<file path="src/rtl/slice_fcarry_pkg.sv">
// Shared definitions for the fracturable carry slice: config field offsets,
// carry-in select encodings and the serial loader state type.
package slice_fcarry_pkg;

    typedef enum logic [1:0] {
        IDLE,
        SHIFT,
        COMMIT
    } loader_state_t;

    localparam logic [1:0] CIN_EXT     = 2'b00;
    localparam logic [1:0] CIN_ZERO    = 2'b01;
    localparam logic [1:0] CIN_ONE     = 2'b10;
    localparam logic [1:0] CIN_EXT_ALT = 2'b11;

    function automatic int unsigned tbl_bits(input int unsigned s);
        return 32'd1 << (s + 32'd1);
    endfunction

    function automatic int unsigned lut_cfg_bits(input int unsigned s);
        return tbl_bits(s) + 32'd3;
    endfunction

    function automatic int unsigned mode_off(input int unsigned s);
        return tbl_bits(s);
    endfunction

    function automatic int unsigned reg_en_off(input int unsigned s);
        return tbl_bits(s) + 32'd1;
    endfunction

endpackage

</file>
<file path="src/rtl/slice_cfg_loader.sv">
// Serial configuration loader: bits shift into a shadow register and are
// copied to the active vector in a single commit cycle.
module slice_cfg_loader
    import slice_fcarry_pkg::*;
#(
    parameter int unsigned CFG_BITS = 143
) (
    input  logic                clk,
    input  logic                rst,
    input  logic                cfg_start,
    input  logic                cfg_valid,
    input  logic                cfg_bit,
    output logic                cfg_ready,
    output logic                cfg_done,
    output logic [CFG_BITS-1:0] active
);

    localparam int unsigned CW = $clog2(CFG_BITS);

    loader_state_t       state;
    loader_state_t       state_nx;
    logic [CW-1:0]       cnt;
    logic [CFG_BITS-1:0] shadow;
    logic                accept;
    logic                last;
    logic                commit;

    assign last = (cnt == CW'(CFG_BITS - 1));

    always_comb begin
        state_nx  = state;
        cfg_ready = 1'b0;
        cfg_done  = 1'b0;
        accept    = 1'b0;
        commit    = 1'b0;
        case (state)
            IDLE: begin
                if (cfg_start) state_nx = SHIFT;
            end
            SHIFT: begin
                cfg_ready = 1'b1;
                if (cfg_start) begin
                    state_nx = SHIFT;
                end else if (cfg_valid) begin
                    accept = 1'b1;
                    if (last) state_nx = COMMIT;
                end
            end
            COMMIT: begin
                // A restart arriving here drops the pending commit.
                if (cfg_start) begin
                    state_nx = SHIFT;
                end else begin
                    commit   = 1'b1;
                    cfg_done = 1'b1;
                    state_nx = IDLE;
                end
            end
            default: state_nx = IDLE;
        endcase
    end

    always_ff @(posedge clk) begin
        if (rst) begin
            state  <= IDLE;
            cnt    <= '0;
            shadow <= '0;
            active <= '0;
        end else begin
            state <= state_nx;
            if (cfg_start) begin
                cnt <= '0;
            end else if (accept) begin
                cnt <= last ? '0 : cnt + 1'b1;
            end
            if (accept) shadow <= {cfg_bit, shadow[CFG_BITS-1:1]};
            if (commit) active <= shadow;
        end
    end

endmodule

</file>
<file path="src/rtl/slice_fcarry_v2.sv">
// Fracturable LUT slice with ripple carry chain, MUX7 pairing and optional
// per-output registers, configured through the serial loader.
module slice_fcarry_v2
    import slice_fcarry_pkg::*;
#(
    parameter int unsigned S_XX_BASE = 4,
    parameter int unsigned NUM_LUTS  = 4
) (
    input  logic                              clk,
    input  logic                              rst,
    input  logic [NUM_LUTS*(S_XX_BASE+1)-1:0] luts_in,
    input  logic [NUM_LUTS/2-1:0]             mux7_sel,
    input  logic                              Ci,
    input  logic                              reg_ce,
    input  logic                              cfg_start,
    input  logic                              cfg_valid,
    input  logic                              cfg_bit,
    output logic                              cfg_ready,
    output logic                              cfg_done,
    output logic [NUM_LUTS-1:0]               out_a,
    output logic [NUM_LUTS-1:0]               out_b,
    output logic                              Co
);

    localparam int unsigned T        = tbl_bits(S_XX_BASE);
    localparam int unsigned LUT_CFG  = lut_cfg_bits(S_XX_BASE);
    localparam int unsigned CFG_BITS = NUM_LUTS * LUT_CFG + 3;
    localparam int unsigned MODE_OFF = mode_off(S_XX_BASE);
    localparam int unsigned REG_OFF  = reg_en_off(S_XX_BASE);

    logic [CFG_BITS-1:0] active;
    logic [1:0]          cin_sel;
    logic                mux7_en;

    logic [NUM_LUTS-1:0] o6;
    logic [NUM_LUTS-1:0] p;
    logic [NUM_LUTS-1:0] g;
    logic [NUM_LUTS-1:0] mode;
    logic [NUM_LUTS-1:0] reg_a;
    logic [NUM_LUTS-1:0] reg_b;
    logic [NUM_LUTS:0]   carry;
    logic [NUM_LUTS-1:0] a_comb;
    logic [NUM_LUTS-1:0] b_comb;
    logic [NUM_LUTS-1:0] sync_a;
    logic [NUM_LUTS-1:0] sync_b;

    slice_cfg_loader #(
        .CFG_BITS (CFG_BITS)
    ) u_loader (
        .clk       (clk),
        .rst       (rst),
        .cfg_start (cfg_start),
        .cfg_valid (cfg_valid),
        .cfg_bit   (cfg_bit),
        .cfg_ready (cfg_ready),
        .cfg_done  (cfg_done),
        .active    (active)
    );

    assign cin_sel = active[CFG_BITS-3 +: 2];
    assign mux7_en = active[CFG_BITS-1];

    for (genvar i = 0; i < NUM_LUTS; i++) begin : g_lut
        logic [T-1:0]         tbl;
        logic [S_XX_BASE:0]   addr;
        assign tbl      = active[i*LUT_CFG +: T];
        assign addr     = luts_in[i*(S_XX_BASE+1) +: S_XX_BASE+1];
        assign o6[i]    = tbl[addr];
        assign p[i]     = tbl[{1'b0, addr[S_XX_BASE-1:0]}];
        assign g[i]     = tbl[{1'b1, addr[S_XX_BASE-1:0]}];
        assign mode[i]  = active[i*LUT_CFG + MODE_OFF];
        assign reg_a[i] = active[i*LUT_CFG + REG_OFF];
        assign reg_b[i] = active[i*LUT_CFG + REG_OFF + 1];
    end

    // Whole chain in one process so the ripple is a single combinational cone.
    always_comb begin
        case (cin_sel)
            CIN_ZERO: carry[0] = 1'b0;
            CIN_ONE:  carry[0] = 1'b1;
            default:  carry[0] = Ci;
        endcase
        a_comb = '0;
        for (int unsigned i = 0; i < NUM_LUTS; i++) begin
            a_comb[i]  = mode[i] ? (p[i] ^ carry[i]) : o6[i];
            carry[i+1] = mode[i] ? (p[i] ? carry[i] : g[i]) : carry[i];
        end
    end

    always_comb begin
        b_comb = g;
        if (mux7_en) begin
            for (int unsigned k = 0; k < NUM_LUTS/2; k++) begin
                b_comb[2*k] = mux7_sel[k] ? o6[2*k+1] : o6[2*k];
            end
        end
    end

    always_ff @(posedge clk) begin
        if (rst) begin
            sync_a <= '0;
            sync_b <= '0;
        end else if (reg_ce) begin
            sync_a <= a_comb;
            sync_b <= b_comb;
        end
    end

    assign out_a = (reg_a & sync_a) | (~reg_a & a_comb);
    assign out_b = (reg_b & sync_b) | (~reg_b & b_comb);
    assign Co    = carry[NUM_LUTS];

endmodule

</file>
<file path="config.mk">
export PLATFORM = sky130hd
export DESIGN_NAME = slice_fcarry_v2
export DESIGN_NICKNAME = d
export VERILOG_FILES = /design/src/rtl/slice_fcarry_pkg.sv /design/src/rtl/slice_cfg_loader.sv /design/src/rtl/slice_fcarry_v2.sv
export SDC_FILE = /design/constraint.sdc
export NUM_CORES = 1
export LEC_CHECK = 0
export BUFFER_PORTS_ARGS = -buffer_cell sky130_fd_sc_hd__buf_2
export CAP_MARGIN = 40
export CORE_ASPECT_RATIO = 1.25
export CORE_UTILIZATION = 60
export CTS_CLUSTER_SIZE = 16
export DETAILED_ROUTE_END_ITERATION = 8
export PLACE_DENSITY = 0.79
export SKIP_LAST_GASP = 1
export SYNTH_ARGS = -nofsm -noshare
export SYNTH_HDL_FRONTEND = slang
export SYNTH_SLANG_ARGS = --single-unit
</file>
<file path="constraint.sdc">
create_clock -name clk -period 2.6 [get_ports clk]
set_clock_uncertainty 0.05 [all_clocks]
set_input_delay 0.13 -clock clk [delete_from_list [all_inputs] [get_ports clk]]
set_output_delay 0.13 -clock clk [all_outputs]
set_load 0.05 [all_outputs]
</file>
-- Yosys cells after proc, flatten, opt, wreduce, memory -nomap -nowiden
Cells that the tools add are included.
- memories kept: 0
- logic and storage cells: 96
- bits in latches: 0
- register bits after elaboration: 304
- bits in read-only memories: 0
- input bits: 29
- RAM bits: 0
- shift operators: 0
- divide/modulo/power cells: 0
- add/sub/neg operators: 1
- multipliers: 0
- eq/ne operators: 8
- multiplexer cells: 54
- reduce and logical (&&, ||, !) cells: 3
- order comparisons: 12
- bitwise logic cells: 12
- operator list (kind ; count):
    < comparator 5 x 6 -> 1 bit (second input constant) ; 8
    two-way mux 1 bit ; 35
    binary-select mux 1 bit (select 4 bit) ; 8
    < comparator 4 x 6 -> 1 bit (second input constant) ; 4
    binary-select mux 1 bit (select 5 bit) ; 4
    bitwise AND 4 bit ; 4
    adder 8 x 1 -> 8 bit (second input constant) ; 1
    == test 8 bit (second input constant) ; 1
    two-way mux 2 bit ; 4
    two-way mux 8 bit ; 1
    inverter 4 bit ; 2
    bitwise OR 4 bit ; 2
    one-hot mux 2 bit (3 select lines) ; 1
    == test 2 x 1 -> 1 bit (second input constant) ; 2
    == test 2 bit (second input constant) ; 2
    XOR 1 bit ; 4
    != test 3 x 2 -> 1 bit (second input constant) ; 1
    != test 3 bit (second input constant) ; 1
    AND reduction 3 bit ; 1
    logical NOT 2 bit ; 1
    != test 2 bit (second input constant) ; 1
    one-hot mux 1 bit (2 select lines) ; 1
    OR reduction 2 bit ; 1

-- Logic depth before layout (Yosys ltp)
Gate-level depths: netlist of the first run.
- depth after elaboration: 12
- mapped depth: 8
- gate-level depth less buffers: 8

-- By module
From an unflattened synthesis of the first run, not the netlist that was laid out.
- cells, all modules: 1474
- area total of the unflattened synthesis: 12444.4 sq um
- modules (own cells, without submodules) (module ; seq. area each (sq um) ; times used ; cells an instance ; area each (sq um)):
    slice_cfg_loader ; 5925.7 ; 1 ; 1300 ; 10626.4
    slice_fcarry_v2 ; 160.2 ; 1 ; 174 ; 1818.0

-- Least setup slack after synthesis of the first run
No wires, ideal clock.
- path kind: register to output
- start point: register u_loader.active[140]
- end point: output out_a[1]
- arrival time: 2708 ps
- stages on the path, launching flop included: 9
- data required time: 2420 ps
- path buffers: 0
- slack: -288 ps
- cell sequence: dfxtp_1 -> inv_1 -> ha_1 -> mux2_2 -> a221oi_1 -> a21o_1 -> xor2_1 -> mux2i_1 -> o21ai_0
- cells in the longest elaborated chain, start to end: 8
- elaborated cells between the ends (all ways): 9
- ends and longest elaborated chain (element ; RTL line ; source):
    start: declaration ; slice_cfg_loader.sv:15 ; output logic [CFG_BITS-1:0] active
    start signal: assignment ; slice_cfg_loader.sv:77 ; if (commit) active <= shadow;
    == test 2 bit / == test 2 x 1 -> 1 bit (equally long branches) ; slice_fcarry_v2.sv:78 ; case (cin_sel)
    one-hot mux 1 bit (2 select lines) * ; slice_fcarry_v2.sv:78 ;
    two-way mux 1 bit ; slice_fcarry_v2.sv:86 ; carry[i+1] = mode[i] ? (p[i] ? carry[i] : g[i]) : carry[i];
    two-way mux 1 bit * ; slice_fcarry_v2.sv:86 ;
    XOR 1 bit * ; slice_fcarry_v2.sv:85 ; a_comb[i] = mode[i] ? (p[i] ^ carry[i]) : o6[i];
    two-way mux 1 bit * ; slice_fcarry_v2.sv:85 ;
    bitwise AND 4 bit * ; slice_fcarry_v2.sv:109 ; assign out_a = (reg_a & sync_a) | (~reg_a & a_comb);
    bitwise OR 4 bit * ; slice_fcarry_v2.sv:109 ;
    end: declaration ; slice_fcarry_v2.sv:20 ; output logic [NUM_LUTS-1:0] out_a,
Mark *: on every way between the ends. The rest lies on a longest branch, timed or not.

-- Worst setup path after layout of the first run
- start point: register u_loader.active[66]
- end point: output out_a[2]
- cells in the longest elaborated chain, start to end: 8
- ends and longest elaborated chain (element ; RTL line ; source):
    binary-select mux 1 bit (select 4 bit) ; slice_fcarry_v2.sv:70 ; assign g[i] = tbl[{1'b1, addr[S_XX_BASE-1:0]}];
    two-way mux 1 bit (not written as such) ; slice_fcarry_v2.sv:70 ;
    two-way mux 1 bit (2 in series) ; slice_fcarry_v2.sv:86 ;
    XOR 1 bit ; slice_fcarry_v2.sv:85 ;
    two-way mux 1 bit ; slice_fcarry_v2.sv:85 ;
    bitwise AND 4 bit ; slice_fcarry_v2.sv:109 ;
    bitwise OR 4 bit ; slice_fcarry_v2.sv:109 ;
No other way between the ends. The select of a mux whose other input is x is not followed.

==> run metrics, run 1 <==
Yosys Warn Count 0; failing checks negative setup slack; ys async rst share 0%; die span in x 128 µm; Initial Utilization 61.1%; number of remaining DRC errors 0; largest family of logic cells by synthesized area simple AND/OR/NAND/NOR gates; Relative slew margins 56.7%; root buffer cell clkbuf_16; Hold Crit Class in -> reg; antenna violations before repair 1; overall routing resource usage 25.4%; LEAKAGE 4.42 nW; DP Wirelength 15100 µm; FF+latch count, synth 304; clock latency on the worst-skew pair 0.53 ns; area grow syn2layout 13.5%; CTS Buf Count 28; final wirelength 25300 µm; vias in the first global route 9235; Yosys cell types 48; CP Capture Type primary output; Post-synth EDFFs 0; crit share post-route 119%; fin cells 1727; Synth Instances 1445; clock buffer depth 3; crit-path max FO 3; Buffers on Ports 39; Synth Area in Adders 0.315%; Slowest-stage cell, CP mux4_2; IO Count 40; NumNets Final 1472; grt ovf 0; global-route wire length before repair 43000 µm; most used cell, CP mux4_2; mapped cell area 0.0119 mm²; compound-cell area share of the yosys netlist 13.9%; largest net degree at the start of global routing 144; status finished with violations; gpl congestion 0.792; die footprint 0.0204 mm²; Placed Cells 1662; RSZ-0062 raised after global routing yes; CTS H-Tree Depth 1; Tot Pwr 0.00925 W; min Tclk post-route 3.09 ns; Site Rows 57; Hold Worst Slack 0.0858 ns; vias 9613; Seq/Total Area, Yosys 51.1%; DRT iter0 DRCs 660; Max Slew Vio Count 0; max frequency 0.324 GHz; vias per cell 5.57; DR pass1 iterations 5; mux cell area share after synthesis 8.98%; Setup CP Type reg -> out; Avg Cell Area, Syn 8.24 µm²; crit-path cells mux4_2, mux4_2, and2_4, o211ai_1, o311ai_1, o21ai_1, buf_6; xor and xnor area share after synthesis 0.736%; Final Setup Violations 9; share of cells above drive strength 1 12.9%; CTS tree done; chip height 159 µm; Cell Pwr Density 684 mW/mm²; clk slew on worst S/H paths 0.06 ns; Post-Synth Simple-Gate Area 21.1%; CTS Sinks 304; critical path's largest stage delay 0.55 ns; Synth Flop Type dfxtp_1; Setup WS post-layout -0.488 ns; pre-CTS WS -0.0936 ns; Core ar. 0.0195 mm²; Startpoint Class flop; WP data required 2.42 ns; Max Cap Viol 0; WL/cell 14.7 µm; maximum vdd drop 0.000567 V; syn_nets 1477; final hold vios 0; Critical Path AT 2.91 ns; Routed Antenna Nets 0; Worst Max-Slew Pin Slew 0.649 ns
metrics by stage:
| step | setup TNS, ns | area [µm²] | utilization (%) |
|---|---|---|---|
| floorplan | 0 | 11900 | - |
| global placement | -0.0543 | 12200 | 62.8 |
| detailed placement | -0.0988 | 12200 | 62.8 |
| CTS | -2.34 | 13500 | 69.3 |
| global route | -3.35 | 13500 | 69.4 |
| finish | -2.71 | 13500 | 69.4 |
layer usage:
layer  track usage [%]  vias to the layer above  share of wire [%]
li1                  -                     4769                  -
met4              10.2                        0                3.1
met1              31.2                     4621                 42
met3              2.79                       57                3.1
met2              45.0                      166                 52
met5                 0                        -                  0
final timing paths:
check / startpoint / endpoint / slack (ns) / cells past startpoint
min: cfg_valid / u_loader.shadow[71] / 0.09 / 4
max: u_loader.active[66] / out_a[2] / -0.49 / 7
max reg2reg: u_loader.active[12] / sync_a[0] / 0.18 / 12
min reg2reg: u_loader.active[14] / u_loader.active[14] / 0.40 / 2
where the power goes:
group	internal, W	leakage, nW	switching, W
Clock	0.00260	0.483	0.00171
Sequential	0.00466	2.45	0.00000225
Combinational	0.0000799	1.49	0.000190
sequential cells by signal, indices dropped and copies added (netlist names):
name and count:
sync_a 4, sync_b 4, u_loader.active 143, u_loader.cnt 8, u_loader.shadow 143, u_loader.state 2
synthesized netlist by cell type, types with 4 or more instances:
| cell type | n | area (µm²) |
|---|---|---|
| a211oi_1 | 4 | 30.0 |
| a21oi_1 | 291 | 1460 |
| buf_2 | 4 | 20.0 |
| clkbuf_1 | 97 | 364 |
| dfxtp_1 | 304 | 6090 |
| inv_1 | 4 | 15.0 |
| mux2_2 | 8 | 90.1 |
| mux2i_1 | 10 | 100 |
| mux4_2 | 36 | 811 |
| nand2_1 | 586 | 2200 |
| nand2b_1 | 7 | 43.8 |
| nand3b_1 | 4 | 30.0 |
| nand4_1 | 4 | 25.0 |
| nor2_1 | 18 | 67.6 |
| o21ai_1 | 4 | 20.0 |
| xor2_1 | 7 | 61.3 |
area by class of cell:
cell class,instances,area (µm²)
Sequential cell,304,6090
Fill cell,1512,5960
Multi-Input combinational cell,1028,5460
Clock buffer,40,827
Timing Repair Buffer,73,611
Tap cell,265,332
Clock inverter,11,160
Inverter,5,21.3
Antenna cell,1,2.50
critical path, delay by kind of cell (launching register included):
| kind | cells | cell delay (ns) |
|---|---|---|
| buffers and inverters | 1 | 0.21 |
| AOI/OAI and AO/OA | 3 | 0.65 |
| muxes | 2 | 1.01 |
| DFF | 1 | 0.32 |
| and+or+nand+nor | 1 | 0.18 |
kinds of logic (layout without fill, tap and decap cells):
group / Yosys count / in the layout
AO/OA/AOI/OAI: 317 / 317
flip-flops: 304 / 304
other: 0 / 1
XOR/XNOR: 10 / 10
adder cells (fa/ha/maj): 3 / 3
buffers and inverters: 113 / 129
AND/OR/NAND/NOR: 641 / 641
multiplexers: 57 / 57
repair_timing:
item,CTS,global route
endpoints found under the setup margin,9,10
hold endpoints to repair,5,0
hold buffers,4,0
buffers inserted,11,3
gates resized for setup,41,8
pin swaps,13,8
cells in the final DEF (no fill, tap or decap), drive strengths merged, types with 3 or more instances in the layout:
master,netlist,routed
nand2,586,586
dfxtp,304,304
a21oi,291,291
buf,10,68
clkbuf,98,41
mux4,36,36
nor2,18,18
mux2i,13,13
mux2,8,8
nand2b,7,7
xor2,7,7
o21ai,6,6
clkinv,0,5
inv,5,5
a211oi,5,5
nand3b,4,4
nand4,4,4
bufinv,0,4
dlygate4sd3,0,4
and2,4,4
nor2b,3,3
a22o,3,3
nand3,3,3
ha,3,3
xnor2,3,3
Power figures use the tool's default switching activity.
==> run 2: changes to the inputs <==
- HOLD_SLACK_MARGIN: default -> 0.12
- SETUP_SLACK_MARGIN: default -> 0.5
==> run 2 against run 1 <==
The run still ends with negative setup slack left; global-route usage down 0.34 points; non-clock buffer count is 6 higher; total power increased by 0.60%; sequential power barely moved; sequential share of layout area is 0.52 points lower; design area increased by 1.2%; critical path type unchanged; largest cell class unchanged.
==> run metrics, run 2 (synthesis gave the netlist of run 1 again) <==
status finished with violations; failing checks negative setup slack; crit-path max FO 2 (-1); Psw 0.00191 W (+0.39%); fill cell count 1517 (+0.33%); Relative slew margins 46.2% (-10 points); WP data required 2.42 ns (about the same); max frequency 0.329 GHz (+1.6%); crit-path cells mux4_2, mux4_2, or3_4, o31a_1, xnor2_2, o21ai_4, buf_6; CTS H-Tree Depth 1 (unchanged); root buffer cell clkbuf_16; Worst R2R Setup Slack 0.21 ns (+0.03 ns); Max Cap Viol 0 (unchanged); final wirelength 24800 µm (-2.2%); final hold vios 0 (unchanged); die footprint 0.0204 mm² (unchanged); area grow syn2layout 14.8%; Core ar. 0.0195 mm² (unchanged); Slowest-stage cell, CP mux4_2; Final Setup Violations 8 (-1); crit share post-route 117% (-1.9 points); Initial Utilization 61.1% (unchanged); CTS Sinks 304 (unchanged); clock latency on the worst-skew pair 0.54 ns (about the same); number of remaining DRC errors 0 (unchanged); r2r endpoint sync_a[3]; Site Rows 57 (unchanged); HP Start luts_in[4]; vias in the first global route 9113 (-1.3%); antenna violations before repair 0 (-1); clk slew on worst S/H paths 0.06 ns (about the same); Comb power frac 3.1% (+0.2 points); vias per cell 5.52 (-0.83%); Switching Share 20.6% (-0.044 points); global-route wire length before repair 42600 µm (-1.0%); vias 9566 (-0.49%); ant diodes 0 (-1); DR pass1 iterations 5 (unchanged); CTS Buf Count 29 (+3.6%); Int Power 0.00739 W (+0.66%); Startpoint Class flop; grt ovf 0 (unchanged); R2R depth 6 (-6); CTS tree done; Hold Crit Class in -> reg; critical path's largest stage delay 0.49 ns (-0.06 ns); NumNets Final 1479 (+0.48%); commonest non-fill, non-tap cell in the layout nand2_1; Setup CP Type reg -> out; Placed Cells 1665 (+0.18%); share of cells above drive strength 1 13.3% (+0.42 points); WL/cell 14.3 µm (-2.5%); Max Slew Vio Count 0 (unchanged); clock buffer depth 3 (unchanged); most used cell, CP mux4_2; Min-Delay Path Depth 5 (+1); maximum vdd drop 0.000579 V (+2.0%); Critical Path AT 2.86 ns (-0.05 ns); Worst Max-Slew Pin Slew 0.804 ns (+0.154 ns); DP Wirelength 15000 µm (-0.77%); biggest regs u_loader.active x143, u_loader.shadow x143, u_loader.cnt x8; most frequent cells in the layout nand2_1, dfxtp_1, a21oi_1, mux4_2; Routed Antenna Nets 0 (unchanged); gpl congestion 0.775 (-2.2%); RSZ-0062 raised after global routing yes; worst flop-to-flop path startpoint u_loader.active[101]; min Tclk post-route 3.04 ns (-0.0484 ns); post-layout util 70.2% (+0.80 points); Buffers on Ports 39 (unchanged); die span in x 128 µm (unchanged); overall routing resource usage 25.0% (-0.34 points); fin cells 1733 (+0.35%); part of the power in the clock network 46.8% (about the same); chip height 159 µm (unchanged); Setup WS post-layout -0.440 ns (+0.0484 ns); Flop pwr share 50.1% (-0.3 points); largest net degree at the start of global routing 144 (unchanged); hold endpoint sync_a[0]; IO Count 40 (unchanged); DRT iter0 DRCs 692 (+4.8%); CP Capture Type primary output; LEAKAGE 4.47 nW (+1.2%); Cell Pwr Density 681 mW/mm² (-0.55%)
run 2: changes by cell type in the layout (fill, tap and decap cells not counted), sizes merged:
cell         delta
clkinvlp        +1
clkinv          -2
clkbuf          +2
diode           -1
buf             +3
dlygate4sd3     +3
run 2: worst max-delay path: cells and delay by family (launching register included):
family | cells | cell delay (ns)
and+or+nand+nor | 1 | 0.39
xor gates and xnor gates | 1 | 0.18
AOI/OAI and AO/OA | 2 | 0.32
muxes | 2 | 0.94
DFF | 1 | 0.32
buffers and inverters | 1 | 0.17
run 2: through the flow:
stage | TNS [ns] | setup WS [ns] | area (µm²) | power [W] | hold WS (ns)
floorplan | 0 | 0.236 | 12000 | 0.00496 | 0.216
global placement | -0.0107 | -0.0107 | 12400 | 0.00504 | 0.366
detailed placement | -0.0484 | -0.0484 | 12400 | 0.00504 | 0.381
CTS | -2.38 | -0.458 | 13600 | 0.00938 | 0.124
global route | -3.08 | -0.505 | 13700 | 0.00961 | 0.162
finish | -2.34 | -0.440 | 13700 | 0.00930 | 0.146
run 2: cell type report:
class / count / area [µm²] / share of cell area [%]
sequential: 304 / 6090 / 44.6
multi-input combinational: 1028 / 5500 / 40.2
timing repair buffer: 79 / 722 / 5.28
clock inverter: 10 / 158 / 1.15
inverter: 5 / 21.3 / 0.156
clock buffer: 42 / 845 / 6.18
tap: 265 / 332 / 2.43
run 2: power groups by stage:
stage          Combinational [W]  Sequential (W)  Clock (W)
6_report                0.000285         0.00466    0.00436
5_1_grt                 0.000306         0.00466    0.00465
4_1_cts                 0.000284         0.00466    0.00443
3_5_place_dp            0.000272         0.00477          0
3_3_place_gp            0.000271         0.00477          0
2_1_floorplan           0.000190         0.00477          0
run 2: worst max path at each step:
stage          depth (start not counted)        to                 start
2_1_floorplan                          6  out_a[3]  u_loader.active[101]
3_3_place_gp                           8  out_a[3]            luts_in[5]
3_5_place_dp                           8  out_a[3]            luts_in[5]
4_1_cts                                7  out_a[3]  u_loader.active[101]
5_1_grt                                7  out_a[3]  u_loader.active[101]
6_report                               7  out_a[3]  u_loader.active[101]
run 2: repair_timing:
| item | CTS | global route |
|---|---|---|
| endpoints found under the setup margin | 14 | 15 |
| resized for setup | 33 | 8 |
| endpoints found under the hold margin | 18 | 1 |
| buffers inserted | 5 | 4 |
| hold buffers | 7 | 1 |
| pin swaps | 15 | 6 |
run 2: metal layers:
metal | global-route usage, % | wire length, µm | vias to the layer above
met1 | 31.7 | 10400 | 4533
met5 | 0 | 0 | -
met4 | 7.81 | 650 | 0
met2 | 44.1 | 12500 | 197
li1 | - | - | 4790
met3 | 3.19 | 1170 | 46
